### src/rtl/vector_operand_collector.sv
// Operand fetch stage that reads vs2, vs1 and v0 through one synchronous VRF port and
// hands them to the vector add unit. Optional v0 cache: VECTOR_OPERAND_COLLECTOR_V0_CACHE_EN.
package riscv_v_pkg;
    localparam int unsigned VLEN = 128;

    typedef struct packed {
        logic [3:0] op;
        logic [2:0] sew;
        logic [4:0] vd;
        logic       vm;
    } execution_vector_t;
endpackage

module vector_operand_collector
    import riscv_v_pkg::*;
#(
    parameter int unsigned VREG_ADDR_W = 5
) (
    input  logic                   clock,
    input  logic                   reset_n,
    input  logic                   issue_valid,
    output logic                   issue_ready,
    input  execution_vector_t      issue_execution_vector,
    input  logic [VREG_ADDR_W-1:0] issue_vs2_addr,
    input  logic [VREG_ADDR_W-1:0] issue_vs1_addr,
    input  logic                   issue_vs1_en,
    input  logic [VLEN-1:0]        issue_vs1_bypass,
    input  logic                   issue_vm,
    output logic                   vrf_read_enable,
    output logic [VREG_ADDR_W-1:0] vrf_read_addr,
    input  logic [VLEN-1:0]        vrf_read_data,
    input  logic                   v0_invalidate,
    output execution_vector_t      execution_vector,
    output logic [VLEN-1:0]        vs2,
    output logic [VLEN-1:0]        vs1,
    output logic [VLEN-1:0]        v0,
    output logic                   operands_valid,
    input  logic                   operands_ready
);

    typedef enum logic [1:0] {
        IDLE  = 2'd0,
        FETCH = 2'd1,
        DRAIN = 2'd2,
        HOLD  = 2'd3
    } state_t;

    localparam logic [1:0] TAG_VS2 = 2'd0;
    localparam logic [1:0] TAG_VS1 = 2'd1;
    localparam logic [1:0] TAG_V0  = 2'd2;

    state_t                   state_r;
    logic [VREG_ADDR_W-1:0]   vs1_addr_r;
    logic                     pend_vs1_r;
    logic                     pend_v0_r;
    logic [1:0]               rd_tag_r;
    logic                     cap_valid_r;
    logic [1:0]               cap_tag_r;
    logic                     accept_s;
    logic                     cache_hit_s;
    logic [VLEN-1:0]          v0_cache_s;

    assign accept_s = issue_valid && issue_ready;

`ifdef VECTOR_OPERAND_COLLECTOR_V0_CACHE_EN
    logic [VLEN-1:0] v0_cache_r;
    logic            v0_cache_valid_r;

    // An invalidate in the accept cycle forces a fresh VRF read of v0.
    assign cache_hit_s = v0_cache_valid_r && !v0_invalidate;
    assign v0_cache_s  = v0_cache_r;

    // v0 cache fill on every v0 capture; a coincident invalidate leaves it invalid.
    always_ff @(posedge clock or negedge reset_n) begin
        if (!reset_n) begin
            v0_cache_r       <= '0;
            v0_cache_valid_r <= 1'b0;
        end else if (cap_valid_r && (cap_tag_r == TAG_V0)) begin
            v0_cache_r       <= vrf_read_data;
            v0_cache_valid_r <= !v0_invalidate;
        end else if (v0_invalidate) begin
            v0_cache_valid_r <= 1'b0;
        end
    end
`else
    logic unused_v0_invalidate_s;

    assign cache_hit_s            = 1'b0;
    assign v0_cache_s             = '0;
    assign unused_v0_invalidate_s = v0_invalidate;
`endif

    // Fetch sequencer, read-data capture pipeline and registered handshake outputs.
    always_ff @(posedge clock or negedge reset_n) begin
        if (!reset_n) begin
            state_r          <= IDLE;
            issue_ready      <= 1'b1;
            operands_valid   <= 1'b0;
            vrf_read_enable  <= 1'b0;
            vrf_read_addr    <= '0;
            execution_vector <= '0;
            vs2              <= '0;
            vs1              <= '0;
            v0               <= '0;
            vs1_addr_r       <= '0;
            pend_vs1_r       <= 1'b0;
            pend_v0_r        <= 1'b0;
            rd_tag_r         <= TAG_VS2;
            cap_valid_r      <= 1'b0;
            cap_tag_r        <= TAG_VS2;
        end else begin
            // Read data arrives one cycle after the strobe, so the tag trails by one stage.
            cap_valid_r <= vrf_read_enable;
            cap_tag_r   <= rd_tag_r;
            if (cap_valid_r) begin
                case (cap_tag_r)
                    TAG_VS2: vs2 <= vrf_read_data;
                    TAG_VS1: vs1 <= vrf_read_data;
                    TAG_V0:  v0  <= vrf_read_data;
                    default: ;
                endcase
            end

            case (state_r)
                IDLE: begin
                    if (accept_s) begin
                        execution_vector <= issue_execution_vector;
                        vs1_addr_r       <= issue_vs1_addr;
                        pend_vs1_r       <= issue_vs1_en;
                        pend_v0_r        <= !issue_vm && !cache_hit_s;
                        if (!issue_vs1_en) begin
                            vs1 <= issue_vs1_bypass;
                        end
                        if (issue_vm) begin
                            v0 <= '1;
                        end else if (cache_hit_s) begin
                            v0 <= v0_cache_s;
                        end
                        vrf_read_enable <= 1'b1;
                        vrf_read_addr   <= issue_vs2_addr;
                        rd_tag_r        <= TAG_VS2;
                        issue_ready     <= 1'b0;
                        state_r         <= FETCH;
                    end
                end
                FETCH: begin
                    if (pend_vs1_r) begin
                        vrf_read_addr <= vs1_addr_r;
                        rd_tag_r      <= TAG_VS1;
                        pend_vs1_r    <= 1'b0;
                    end else if (pend_v0_r) begin
                        vrf_read_addr <= '0;
                        rd_tag_r      <= TAG_V0;
                        pend_v0_r     <= 1'b0;
                    end else begin
                        vrf_read_enable <= 1'b0;
                        state_r         <= DRAIN;
                    end
                end
                DRAIN: begin
                    operands_valid <= 1'b1;
                    state_r        <= HOLD;
                end
                HOLD: begin
                    if (operands_ready) begin
                        operands_valid <= 1'b0;
                        issue_ready    <= 1'b1;
                        state_r        <= IDLE;
                    end
                end
                default: begin
                    operands_valid  <= 1'b0;
                    vrf_read_enable <= 1'b0;
                    issue_ready     <= 1'b1;
                    state_r         <= IDLE;
                end
            endcase
        end
    end

endmodule

### config.mk
export PLATFORM = sky130hd
export DESIGN_NAME = vector_operand_collector
export DESIGN_NICKNAME = d
export VERILOG_FILES = /design/src/rtl/vector_operand_collector.sv
export SDC_FILE = /design/constraint.sdc
export NUM_CORES = 1
export LEC_CHECK = 0
export BUFFER_PORTS_ARGS = -buffer_cell sky130_fd_sc_hd__buf_2
export CAP_MARGIN = 20
export CORE_AREA = 2 2 267 269
export CTS_CLUSTER_DIAMETER = 30
export CTS_CLUSTER_SIZE = 30
export DETAILED_ROUTE_END_ITERATION = 10
export DIE_AREA = 0 0 269 271
export PLACE_DENSITY = 0.51
export SETUP_SLACK_MARGIN = 0.4
export SLEW_MARGIN = 20
export SYNTH_ARGS = -nofsm -noshare
export SYNTH_HDL_FRONTEND = slang
export SYNTH_SLANG_ARGS = --single-unit
### constraint.sdc
create_clock -name clock -period 5.3 [get_ports clock]
set_input_delay 1.59 -clock clock [delete_from_list [all_inputs] [get_ports clock]]
set_output_delay 1.59 -clock clock [all_outputs]
set_load 0.03 [all_outputs]
## Yosys cells after proc, flatten, opt, wreduce, memory -nomap -nowiden

Cells that the tools add are included.

- Bits in registers: 419
- Bits in latches: 0
- RAM bits: 0
- Bits in read-only memories: 0
- Input port bits: 286
- Logic and storage cells: 81
- Memories kept: 0

- Add/sub/neg operators: 0
- Multipliers: 0
- Divide/modulo/power cells: 0
- Order comparisons: 0
- Equality and inequality tests: 10
- Shift-type cells: 0
- Mux-type cells: 37
- Bitwise operators: 0
- Reduce and logical (&&, ||, !) cells: 16

Operators with widths:

| cell | count |
|---|---|
| $mux W128 | 10 |
| $mux W5 | 3 |
| $mux W2 | 7 |
| $pmux W1 S2 | 5 |
| $pmux W5 S2 | 1 |
| $mux W1 | 9 |
| $reduce_and A3 Y1 | 3 |
| $ne A2 B2 Y1 const B | 4 |
| $pmux W2 S4 | 1 |
| $reduce_and A2 Y1 | 4 |
| $reduce_and A4 Y1 | 2 |
| $eq A2 B2 Y1 const B | 3 |
| $reduce_bool A2 Y1 | 3 |
| $eq A2 B1 Y1 const B | 2 |
| $logic_not A2 Y1 | 2 |
| $pmux W2 S2 | 1 |
| $ne A3 B3 Y1 const B | 1 |
| $logic_and A1 B1 Y1 | 1 |
| $logic_not A1 Y1 | 1 |

## Depth between registers and ports, before layout

Gate-level depths: netlist (run 1).

- Depth in word-level cells: 6
- Mapped depth: 8
- Gate-level depth less buffers: 5

## Least setup slack after synthesis (run 1)

OpenSTA, ideal clock, no wires.

- Path type: input to register
- Start: in issue_vs1_en
- End: reg vs1[100]
- Setup time: 130 ps
- Data arrival time: 2280 ps
- Data required time: 5170 ps
- Slack: 2890 ps
- Stages: 4
- Cell sequence: nand4b_1 -> clkbuf_1 -> buf_2 -> a31oi_1

- Longest elaborated chain between the ends: 3

Ends and longest elaborated chain:

| element | line | text |
|---|---|---|
| start: declaration | 26 | `input logic issue_vs1_en,` |
| $mux W128 | 131 | `if (!issue_vs1_en) begin` |
| $mux W128 | 126 | `if (accept_s) begin` |
| $mux W128 | 124 | `case (state_r)` |
| end signal: assignment | 118 | `TAG_VS1: vs1 <= vrf_read_data;` |
| end signal: assignment | 132 | `vs1 <= issue_vs1_bypass;` |
| end: declaration | 35 | `output logic [VLEN-1:0] vs1,` |

Every way passes these cells.
A chain may end at the register's enable or synchronous reset.

## Final worst setup path (run 1)

- Start: reg issue_ready
- End: out issue_ready

RTL lines:

| element | line | text |
|---|---|---|
| start: declaration | 22 | `output logic issue_ready,` |
| start signal: assignment | 97 | `issue_ready <= 1'b1;` |
| start signal: assignment | 142 | `issue_ready <= 1'b0;` |
| start signal: assignment | 167 | `issue_ready <= 1'b1;` |

No word-level cell between the ends.

==> impl_metrics.env, run 1 <==
export IMPL_clockBufferDepth=3
export IMPL_cts_sinks=419
export IMPL_cts_resized=0
export IMPL_firstDrtPassIters=6
export IMPL_criticalPathCategory="register to primary output"
export IMPL_intPower_mw=12.30
export IMPL_mostFrequentLayoutCells="688 x buf_2, 515 x nand2_1, 418 x dfrtp_1"
export IMPL_critPathLaunchType="register"
export IMPL_ir_worst_vdd_uv=379.1
export IMPL_finalInstanceArea_um2=25210
export IMPL_h_tree_depth=3
export IMPL_power_switching_mw=8.629
export IMPL_power_density_nw_per_um2=830.4
export IMPL_cpMaxStageDelayCell="dfstp_2"
export IMPL_grt_max_degree=136
export IMPL_finalClockSkew_ns=0.02567
export IMPL_ioPinCount=691
export IMPL_place_area_um2=21380
export IMPL_timing_final_ws_setup_ns=2.226
export IMPL_gp_congestion=0.8498
export IMPL_tightest_slew_ns=1.021
export IMPL_critPathMaxStageDelay_ns=0.62
export IMPL_critical_path_arrival_ns=1.48
export IMPL_seqPwrFrac_pct=27.3
export IMPL_hold_class="register to register"
export IMPL_drtIter0Drc=724
export IMPL_area_growth_pct=47.81
export IMPL_synth_top_area_share_pct=61.34
export IMPL_cts_root_buf="clkbuf_16"
export IMPL_cp_max_fo=9
export IMPL_post_cts_buffers=0
export IMPL_clk_latency_ns=0.64
export IMPL_path_clk_slew_ns=0.04
export IMPL_drt_wirelength_per_cell_um=18.37
export IMPL_hold_violations=0
export IMPL_finalCritPeriodShare_pct=58.00
export IMPL_drive_above_1_share_pct=43.15
export IMPL_core_area_um2=69790
export IMPL_cts_hold_fix_buffers=0
export IMPL_dieArea_um2=72900
export IMPL_cts_buffers=104
export IMPL_layout_nets=2642
export IMPL_rows=97
export IMPL_vias_per_cell=4.503
export IMPL_fin_crit_ns=3.074
export IMPL_outcome="finished clean"
export IMPL_slew_headroom_pct=31.94
export IMPL_ys_types=34
export IMPL_rsz0062_at_grt="false"
export IMPL_p_leak_nw=12.31
export IMPL_tns_ns=0
export IMPL_io_buffers=689
export IMPL_ant_nets=0
export IMPL_yosys_area_top_type="dfrtp_1"
export IMPL_drv_cap=0
export IMPL_dieWidth_um=269
export IMPL_synth_area_top_cells="dfrtp_1 61%, nand2_1 11%, mux2_2 9.9%"
export IMPL_ys_ff_latch=419
export IMPL_die_h_um=271
export IMPL_max_freq_ghz=0.3253
export IMPL_start_util_pct=24.44
export IMPL_syn_instance_count=1650
export IMPL_crit_buf_inv=1
export IMPL_ys_warn_count=0
export IMPL_route_vias_total=15220
export IMPL_syn_nets=1941
export IMPL_end_kind="primary output"
export IMPL_syn_area_um2=17050
export IMPL_hpwl_um=43570
export IMPL_wl_um=62070
export IMPL_crit_family="flip-flops"
export IMPL_pre_cts_slack_ns=1.969
export IMPL_whs_ns=0.4083
export IMPL_drcViolationCount=0
export IMPL_cts_tree="yes"
export IMPL_post_synth_cell_area_avg_um2=10.34
export IMPL_overflow=0
export IMPL_comb_power_share_pct=40.3
export IMPL_critPathRequiredTime_ns=3.71
export IMPL_grt_pass1_vias=15620
export IMPL_drv_slew=0
export IMPL_path_cells="buf_2"
export IMPL_grt_usage_pct=16.52
export IMPL_final_common_cell="buf_2"
export IMPL_fillers=7089
export IMPL_ys_seq_area_share_pct=61.49
export IMPL_clkPwrFrac_pct=32.4
export IMPL_sw_frac_of_total_pct=41.22
export IMPL_grt_pass1_wl_um=93590
export IMPL_setup_violations_final=0
export IMPL_antenna_found_initial=4
-- area by class of cell --
cell class	instances	area (um^2)	area share, %
Clock inverter	53	852.1	3.380
Inverter	8	30.03	0.1191
Sequential cell	419	10490	41.60
Timing Repair Buffer	714	3721	14.76
Multi-Input combinational cell	1104	5969	23.68
Tap cell	940	1176	4.666
Clock buffer	140	2969	11.78
Antenna cell	1	2.502	0.009928
-- cells in the mapped netlist --
cell and number:
dfrtp_1 418, o21ai_0 12, mux2_2 150, mux2_1 1, buf_2 74, nor3b_1 1, a21oi_1 2, nand3_1 135
a21bo_2 2, nand3b_1 4, buf_4 12, and3b_1 2, ha_1 5, nor2b_1 1, o22ai_1 1, nor3_4 1
nor2_1 131, buf_1 7, dfstp_2 1, nand4_1 1, mux2i_1 2, nor3b_2 1, a21boi_2 1, nand2b_1 2
a31oi_1 129, o2bb2ai_1 1, nand4b_1 1, clkbuf_2 2, o32a_1 1, o211ai_1 1, nand2_1 515, o311ai_1 1
clkbuf_1 24, inv_1 8
-- metrics by stage --
stage | total power, mW | utilization (%) | std cells
after global placement | 14.12 | 30.63 | 3185
after detailed placement | 14.26 | 30.63 | 3185
after global routing | 22.02 | 36.12 | 3379
after floorplan | 11.41 | - | 1650
after CTS | 21.18 | 36.11 | 3378
final | 20.93 | 36.12 | 3379
-- state kept, by name, indices dropped and copies added (netlist names), 2 cells and up --
| signal | cells |
|---|---|
| vrf_read_addr | 5 |
| v0 | 128 |
| state_r | 2 |
| cap_tag_r | 2 |
| execution_vector | 13 |
| vs1 | 128 |
| rd_tag_r | 2 |
| vs1_addr_r | 5 |
| vs2 | 128 |
-- worst paths after layout --
kind | startpoint | to | slack (ns) | cells past startpoint
setup / recovery | issue_ready | issue_ready | 2.23 | 1
min in group asynchronous | reset_n | vrf_read_addr[4] | 1.04 | 1
max in group asynchronous | reset_n | v0[22] | 3.22 | 2
setup reg to reg | cap_tag_r[1] | vs1[71] | 2.98 | 4
hold reg to reg | rd_tag_r[1] | cap_tag_r[1] | 0.41 | 0
hold / removal | rd_tag_r[1] | cap_tag_r[1] | 0.41 | 0
-- power by group through the flow --
stage	clock [mW]	combinational, mW	sequential, mW
6_report	6.78	8.44	5.71
5_1_grt	7.11	8.99	5.91
4_1_cts	6.91	8.55	5.72
3_5_place_dp	0	8.55	5.72
3_3_place_gp	0	8.45	5.67
2_1_floorplan	0	2.67	8.74
-- cells by family after synthesis --
logic type      count (synthesis)  synth area share, %
compound gates                151                5.569
buf+inv                       127                3.617
simple gates                  795                18.87
mux                           153                10.09
flops                         419                61.49
fa+ha+maj                       5               0.3668
-- per-layer routing --
layer / track usage, % / vias to the layer above / wire [um] / share of wire (%)
met5: 0 / - / 40 / 0.064
met4: 7.325 / 6 / 2129 / 3.4
met3: 4.187 / 128 / 4805 / 7.7
met2: 28.49 / 667 / 30870 / 50
met1: 19.21 / 7458 / 24220 / 39
li1: - / 6956 / - / -
Note: power is estimated with default switching activity, not from simulation.
==> inputs of run 2 (changes only) <==
--- a/config.mk
+++ b/config.mk
@@ -7,11 +7,11 @@
 export LEC_CHECK = 0
 export BUFFER_PORTS_ARGS = -buffer_cell sky130_fd_sc_hd__buf_2
 export CAP_MARGIN = 20
-export CORE_AREA = 2 2 267 269
+export CORE_AREA = 2 2 269 271
 export CTS_CLUSTER_DIAMETER = 30
 export CTS_CLUSTER_SIZE = 30
 export DETAILED_ROUTE_END_ITERATION = 10
-export DIE_AREA = 0 0 269 271
+export DIE_AREA = 0 0 271 273
 export PLACE_DENSITY = 0.51
 export SETUP_SLACK_MARGIN = 0.4
 export SLEW_MARGIN = 20
==> constraint.sdc (replaced) <==
create_clock -name clock -period 3.01 [get_ports clock]
set_input_delay 0.903 -clock clock [delete_from_list [all_inputs] [get_ports clock]]
set_output_delay 0.903 -clock clock [all_outputs]
set_load 0.03 [all_outputs]
==> run 2 against run 1 <==
Clock-buffer cell count decreased by 8. Total power increased by 71%. Critical path type unchanged. Clock skew decreased by 0.00097 ns. Sequential power increased by 75%. Worst hold slack got worse by 0.15 ns. Highest routed layer is now met4. Core utilization decreased by 0.82 points. Combinational power increased by 78%. Via count increased by 0.30%. Die area increased by 1.5%. Global-route usage decreased by 0.35 points.
==> impl_metrics.env, run 2 (synthesis gave the netlist of run 1 again) <==
export IMPL_use_met3_pct=4.595
export IMPL_grt_usage_pct=16.17
export IMPL_outcome="finished clean"
export IMPL_grt_pass1_vias=15710
export IMPL_max_freq_ghz=0.4238
export IMPL_tightest_slew_ns=0.8423
export IMPL_drv_cap=0
export IMPL_clkPwrFrac_pct=29.8
export IMPL_start_util_pct=24.02
export IMPL_ir_worst_vdd_uv=635.5
export IMPL_cp_max_fo=9
export IMPL_tns_ns=0
export IMPL_path_cells="buf_2"
export IMPL_pre_cts_slack_ns=0.7984
export IMPL_comb_power_share_pct=42.1
export IMPL_timing_final_ws_setup_ns=0.6503
export IMPL_fillers=7230
export IMPL_core_area_um2=71000
export IMPL_clk_latency_ns=0.62
export IMPL_critPathLaunchType="register"
export IMPL_clockBufferDepth=3
export IMPL_criticalPathCategory="register to primary output"
export IMPL_firstDrtPassIters=5
export IMPL_grt_max_degree=129
export IMPL_p_leak_nw=12.24
export IMPL_crit_start="issue_ready"
export IMPL_hpwl_um=43630
export IMPL_cts_sinks=419
export IMPL_vias_per_cell=4.500
export IMPL_layout_nets=2653
export IMPL_route_vias_total=15260
export IMPL_area_growth_pct=46.96
export IMPL_cts_root_buf="clkbuf_16"
export IMPL_critPathRequiredTime_ns=2.11
export IMPL_busiest_layer="met2"
export IMPL_mostFrequentLayoutCells="688 x buf_2, 515 x nand2_1, 418 x dfrtp_1"
export IMPL_crit_buf_inv=1
export IMPL_antenna_found_initial=1
export IMPL_rsz0062_at_grt="false"
export IMPL_finalInstanceArea_um2=25060
export IMPL_largestRegisters="v0 (128), vs1 (128), vs2 (128)"
export IMPL_power_switching_mw=15.03
export IMPL_r2r_start="state_r[1]"
export IMPL_intPower_mw=20.69
export IMPL_drtIter0Drc=825
export IMPL_dieWidth_um=271
export IMPL_drv_slew=0
export IMPL_hold_class="input pin to asynchronous set/reset pin"
export IMPL_ioPinCount=691
export IMPL_fin_util_pct=35.30
export IMPL_gp_congestion=0.9449
export IMPL_slew_headroom_pct=43.85
export IMPL_regArea_um2=10490
export IMPL_fin_crit_ns=2.360
export IMPL_wl_um=61670
export IMPL_finalClockSkew_ns=0.02470
export IMPL_hold_violations=0
export IMPL_critPathMaxStageDelay_ns=0.61
export IMPL_critical_path_arrival_ns=1.46
export IMPL_place_area_um2=21700
export IMPL_overflow=0
export IMPL_total_power_mw=35.72
export IMPL_seqPwrFrac_pct=28.1
export IMPL_crit_family="flip-flops"
export IMPL_h_tree_depth=3
export IMPL_final_common_cell="buf_2"
export IMPL_power_density_nw_per_um2=1425
export IMPL_grt_use_met1_pct=19.28
export IMPL_end_kind="primary output"
export IMPL_path_clk_slew_ns=0.04
export IMPL_cpMaxStageDelayCell="dfstp_2"
export IMPL_grt_pass1_wl_um=94300
export IMPL_cts_buffers=96
export IMPL_cts_hold_fix_buffers=0
export IMPL_setup_violations_final=0
export IMPL_drt_wirelength_per_cell_um=18.19
export IMPL_finalCritPeriodShare_pct=78.39
export IMPL_drcViolationCount=0
export IMPL_io_buffers=689
export IMPL_grt_met2_usage_pct=27.66
export IMPL_post_cts_buffers=0
export IMPL_drive_above_1_share_pct=43.09
export IMPL_ant_nets=0
export IMPL_rows=98
export IMPL_dieArea_um2=73980
export IMPL_sw_frac_of_total_pct=42.08
export IMPL_cts_tree="yes"
export IMPL_multiInputGateArea_um2=5964
export IMPL_cts_resized=0
export IMPL_die_h_um=273
-- run 2: cell count changes in the layout (fill, tap and decap cells not counted), moves of 2 or more --
cell / before / now
bufinv_16: 19 / 12
inv_6: 2 / 0
clkinv_16: 3 / 1
buf_4: 19 / 25
clkinv_8: 0 / 2
clkbuf_16: 105 / 97
buf_12: 6 / 19
clkinv_4: 1 / 3
clkinv_2: 23 / 19
-- run 2: metrics by stage --
stage	std cells	hold slack, ns
after detailed placement	3214	0.3958
after global routing	3390	0.2562
final	3391	0.2593
after global placement	3214	0.3909
after floorplan	1650	0.3681
after CTS	3389	0.2130
-- run 2: routing by layer --
layer | vias up | routed length [um]
met5 | - | 0
met4 | 0 | 1836
met1 | 7513 | 24330
li1 | 6974 | -
met2 | 643 | 30760
met3 | 130 | 4746
-- run 2: final timing paths --
path,endpoint,slack (ns),cells after the start
max,issue_ready,0.65,1
max reg2reg,vrf_read_addr[1],0.91,5
min reg2reg,cap_tag_r[1],0.40,0
max in group asynchronous,vs2[104],1.83,2
min,vs2[22],0.26,1
min in group clock,cap_tag_r[1],0.40,0
-- run 2: final cells by class --
class,count,area share [%]
sequential,419,41.84
multi-input combinational,1104,23.80
timing repair buffer,733,16.07
clock buffer,132,11.01
tap,950,4.743
clock inverter,43,2.401
inverter,8,0.1198
antenna,2,0.01997
-- run 2: power by group through the flow --
stage,combinational (mW),sequential [mW],clock [mW]
2_1_floorplan,4.71,15.4,0
3_3_place_gp,15.0,9.98,0
3_5_place_dp,15.2,10.1,0
4_1_cts,15.2,10.1,10.9
5_1_grt,16.0,10.4,11.2
6_report,15.0,10.0,10.6
==> inputs of run 3 (changes only) <==
==> constraint.sdc (replaced) <==
create_clock -name clock -period 2.2 [get_ports clock]
set_input_delay 0.66 -clock clock [delete_from_list [all_inputs] [get_ports clock]]
set_output_delay 0.66 -clock clock [all_outputs]
set_load 0.03 [all_outputs]
==> run 3 against run 2 <==
Sequential power rose by 47%. Clock power increased by 52%. Non-clock buffer count is 156 higher. Largest cell class unchanged.
==> impl_metrics.env, run 3 (synthesis gave the netlist of run 1 again) <==
export IMPL_hpwl_um=45400
export IMPL_clkPwrFrac_pct=27.9
export IMPL_worst_r2r_cell_count=7
export IMPL_comb_power_share_pct=46.7
export IMPL_route_vias_total=16180
export IMPL_seqPwrFrac_pct=25.4
export IMPL_overflow=0
export IMPL_rows=98
export IMPL_h_tree_depth=3
export IMPL_p_leak_nw=14.20
export IMPL_rsz0062_at_grt="true"
export IMPL_die_h_um=273
export IMPL_place_area_um2=21950
export IMPL_grt_pass1_vias=16670
export IMPL_outcome="finished clean"
export IMPL_drv_cap=0
export IMPL_layout_nets=2816
export IMPL_path_clk_slew_ns=0.04
export IMPL_clk_latency_ns=0.65
export IMPL_gp_congestion=0.9058
export IMPL_cpMaxStageDelayCell="dfstp_2"
export IMPL_critical_path_arrival_ns=1.31
export IMPL_largestRegisters="v0 (128), vs1 (128), vs2 (128)"
export IMPL_setup_violations_final=0
export IMPL_fin_crit_ns=1.966
export IMPL_drcViolationCount=0
export IMPL_ioPinCount=691
export IMPL_critPathLaunchType="register"
export IMPL_wl_um=67080
export IMPL_finalClockSkew_ns=0.04040
export IMPL_cts_tree="yes"
export IMPL_cts_sinks=419
export IMPL_hold_violations=0
export IMPL_mostFrequentLayoutCells="515 x nand2_1, 418 x dfrtp_1, 409 x buf_6"
export IMPL_ant_nets=0
export IMPL_slew_headroom_pct=54.21
export IMPL_finalInstanceArea_um2=29480
export IMPL_grt_usage_pct=16.97
export IMPL_vias_per_cell=4.541
export IMPL_drv_slew=0
export IMPL_grt_max_degree=70
export IMPL_intPower_mw=35.43
export IMPL_r2r_setup_slack_ns=0.43
export IMPL_firstDrtPassIters=6
export IMPL_end_kind="primary output"
export IMPL_cts_root_buf="clkbuf_16"
export IMPL_final_common_cell="nand2_1"
export IMPL_io_buffers=689
export IMPL_critPathRequiredTime_ns=1.54
export IMPL_max_freq_ghz=0.5086
export IMPL_grt_pass1_wl_um=98770
export IMPL_power_switching_mw=22.45
export IMPL_core_area_um2=71000
export IMPL_crit_buf_inv=1
export IMPL_drtIter0Drc=702
export IMPL_dieWidth_um=271
export IMPL_critPathMaxStageDelay_ns=0.53
export IMPL_drive_above_1_share_pct=46.99
export IMPL_hold_class="input pin to register"
export IMPL_path_cells="buf_6"
export IMPL_fillers=6751
export IMPL_dieArea_um2=73980
export IMPL_antenna_found_initial=3
export IMPL_ir_worst_vdd_uv=918.8
export IMPL_cts_buffers=103
export IMPL_tightest_slew_ns=0.6869
export IMPL_tns_ns=0
export IMPL_power_density_nw_per_um2=1964
export IMPL_crit_family="flip-flops"
export IMPL_area_growth_pct=72.85
export IMPL_finalCritPeriodShare_pct=89.37
export IMPL_sw_frac_of_total_pct=38.79
export IMPL_drt_wirelength_per_cell_um=18.82
export IMPL_worst_path_stages=1
export IMPL_cp_max_fo=2
export IMPL_clockBufferDepth=3
export IMPL_holdPathStages=2
export IMPL_criticalPathCategory="register to primary output"
export IMPL_start_util_pct=24.02
-- run 3: metrics by stage --
stage               hold WS (ns)  power [mW]  std cells  utilization, %  worst slack [ns]
global route              0.2225       60.45       3564           41.52            0.1838
floorplan                 0.3644       27.50       1650               -            0.5118
detailed placement        0.3982       34.79       3241           30.92            0.2369
global placement          0.3926       34.39       3241           30.92            0.2791
CTS                       0.1950       56.71       3486           40.07            0.1819
finish                    0.2502       57.88       3564           41.52            0.2338
-- run 3: power by group through the flow --
stage	sequential (mW)	clock [mW]	combinational, mW
after floorplan	21.1	0	6.44
after global placement	13.6	0	20.7
after CTS	14.5	16.4	25.8
after global routing	15.1	16.9	28.5
after detailed placement	13.8	0	21.0
final	14.7	16.1	27.1
-- run 3: per-layer routing --
metal	part of all wire (%)	vias to the layer above	GRT usage (%)
met2	50	698	29.26
met5	0	-	0
li1	-	7310	-
met1	39	8032	19.55
met3	7.8	144	4.894
met4	3.6	0	7.488
-- run 3: layout make-up --
class	count	area, um^2	area share [%]
clock buffer	139	2903	9.848
inverter	8	30.03	0.1019
timing repair buffer	889	8004	27.15
tap	950	1189	4.032
sequential	419	10490	35.57
multi-input combinational	1104	6000	20.35
antenna	3	7.507	0.02547
clock inverter	52	858.3	2.912
-- run 3: worst paths after layout --
kind	startpoint	to
worst min-delay path	operands_ready	operands_valid
worst max-delay path	issue_ready	issue_ready
min in group asynchronous	reset_n	vs1[24]
max in group asynchronous	reset_n	vs1[21]
worst min register to register	rd_tag_r[1]	cap_tag_r[1]
worst max register to register	issue_ready	vs1[46]
-- run 3: timing repair --
| item | 4_1_cts | 5_1_grt |
|---|---|---|
| hold buffers | 1 | 0 |
| setup endpoints to repair | 489 | 487 |
| endpoints found under the hold margin | 7 | 0 |
| cloned | 0 | 11 |
| setup buffers | 53 | 64 |
| pin swaps | 1 | 4 |
| gates resized for setup | 744 | 124 |
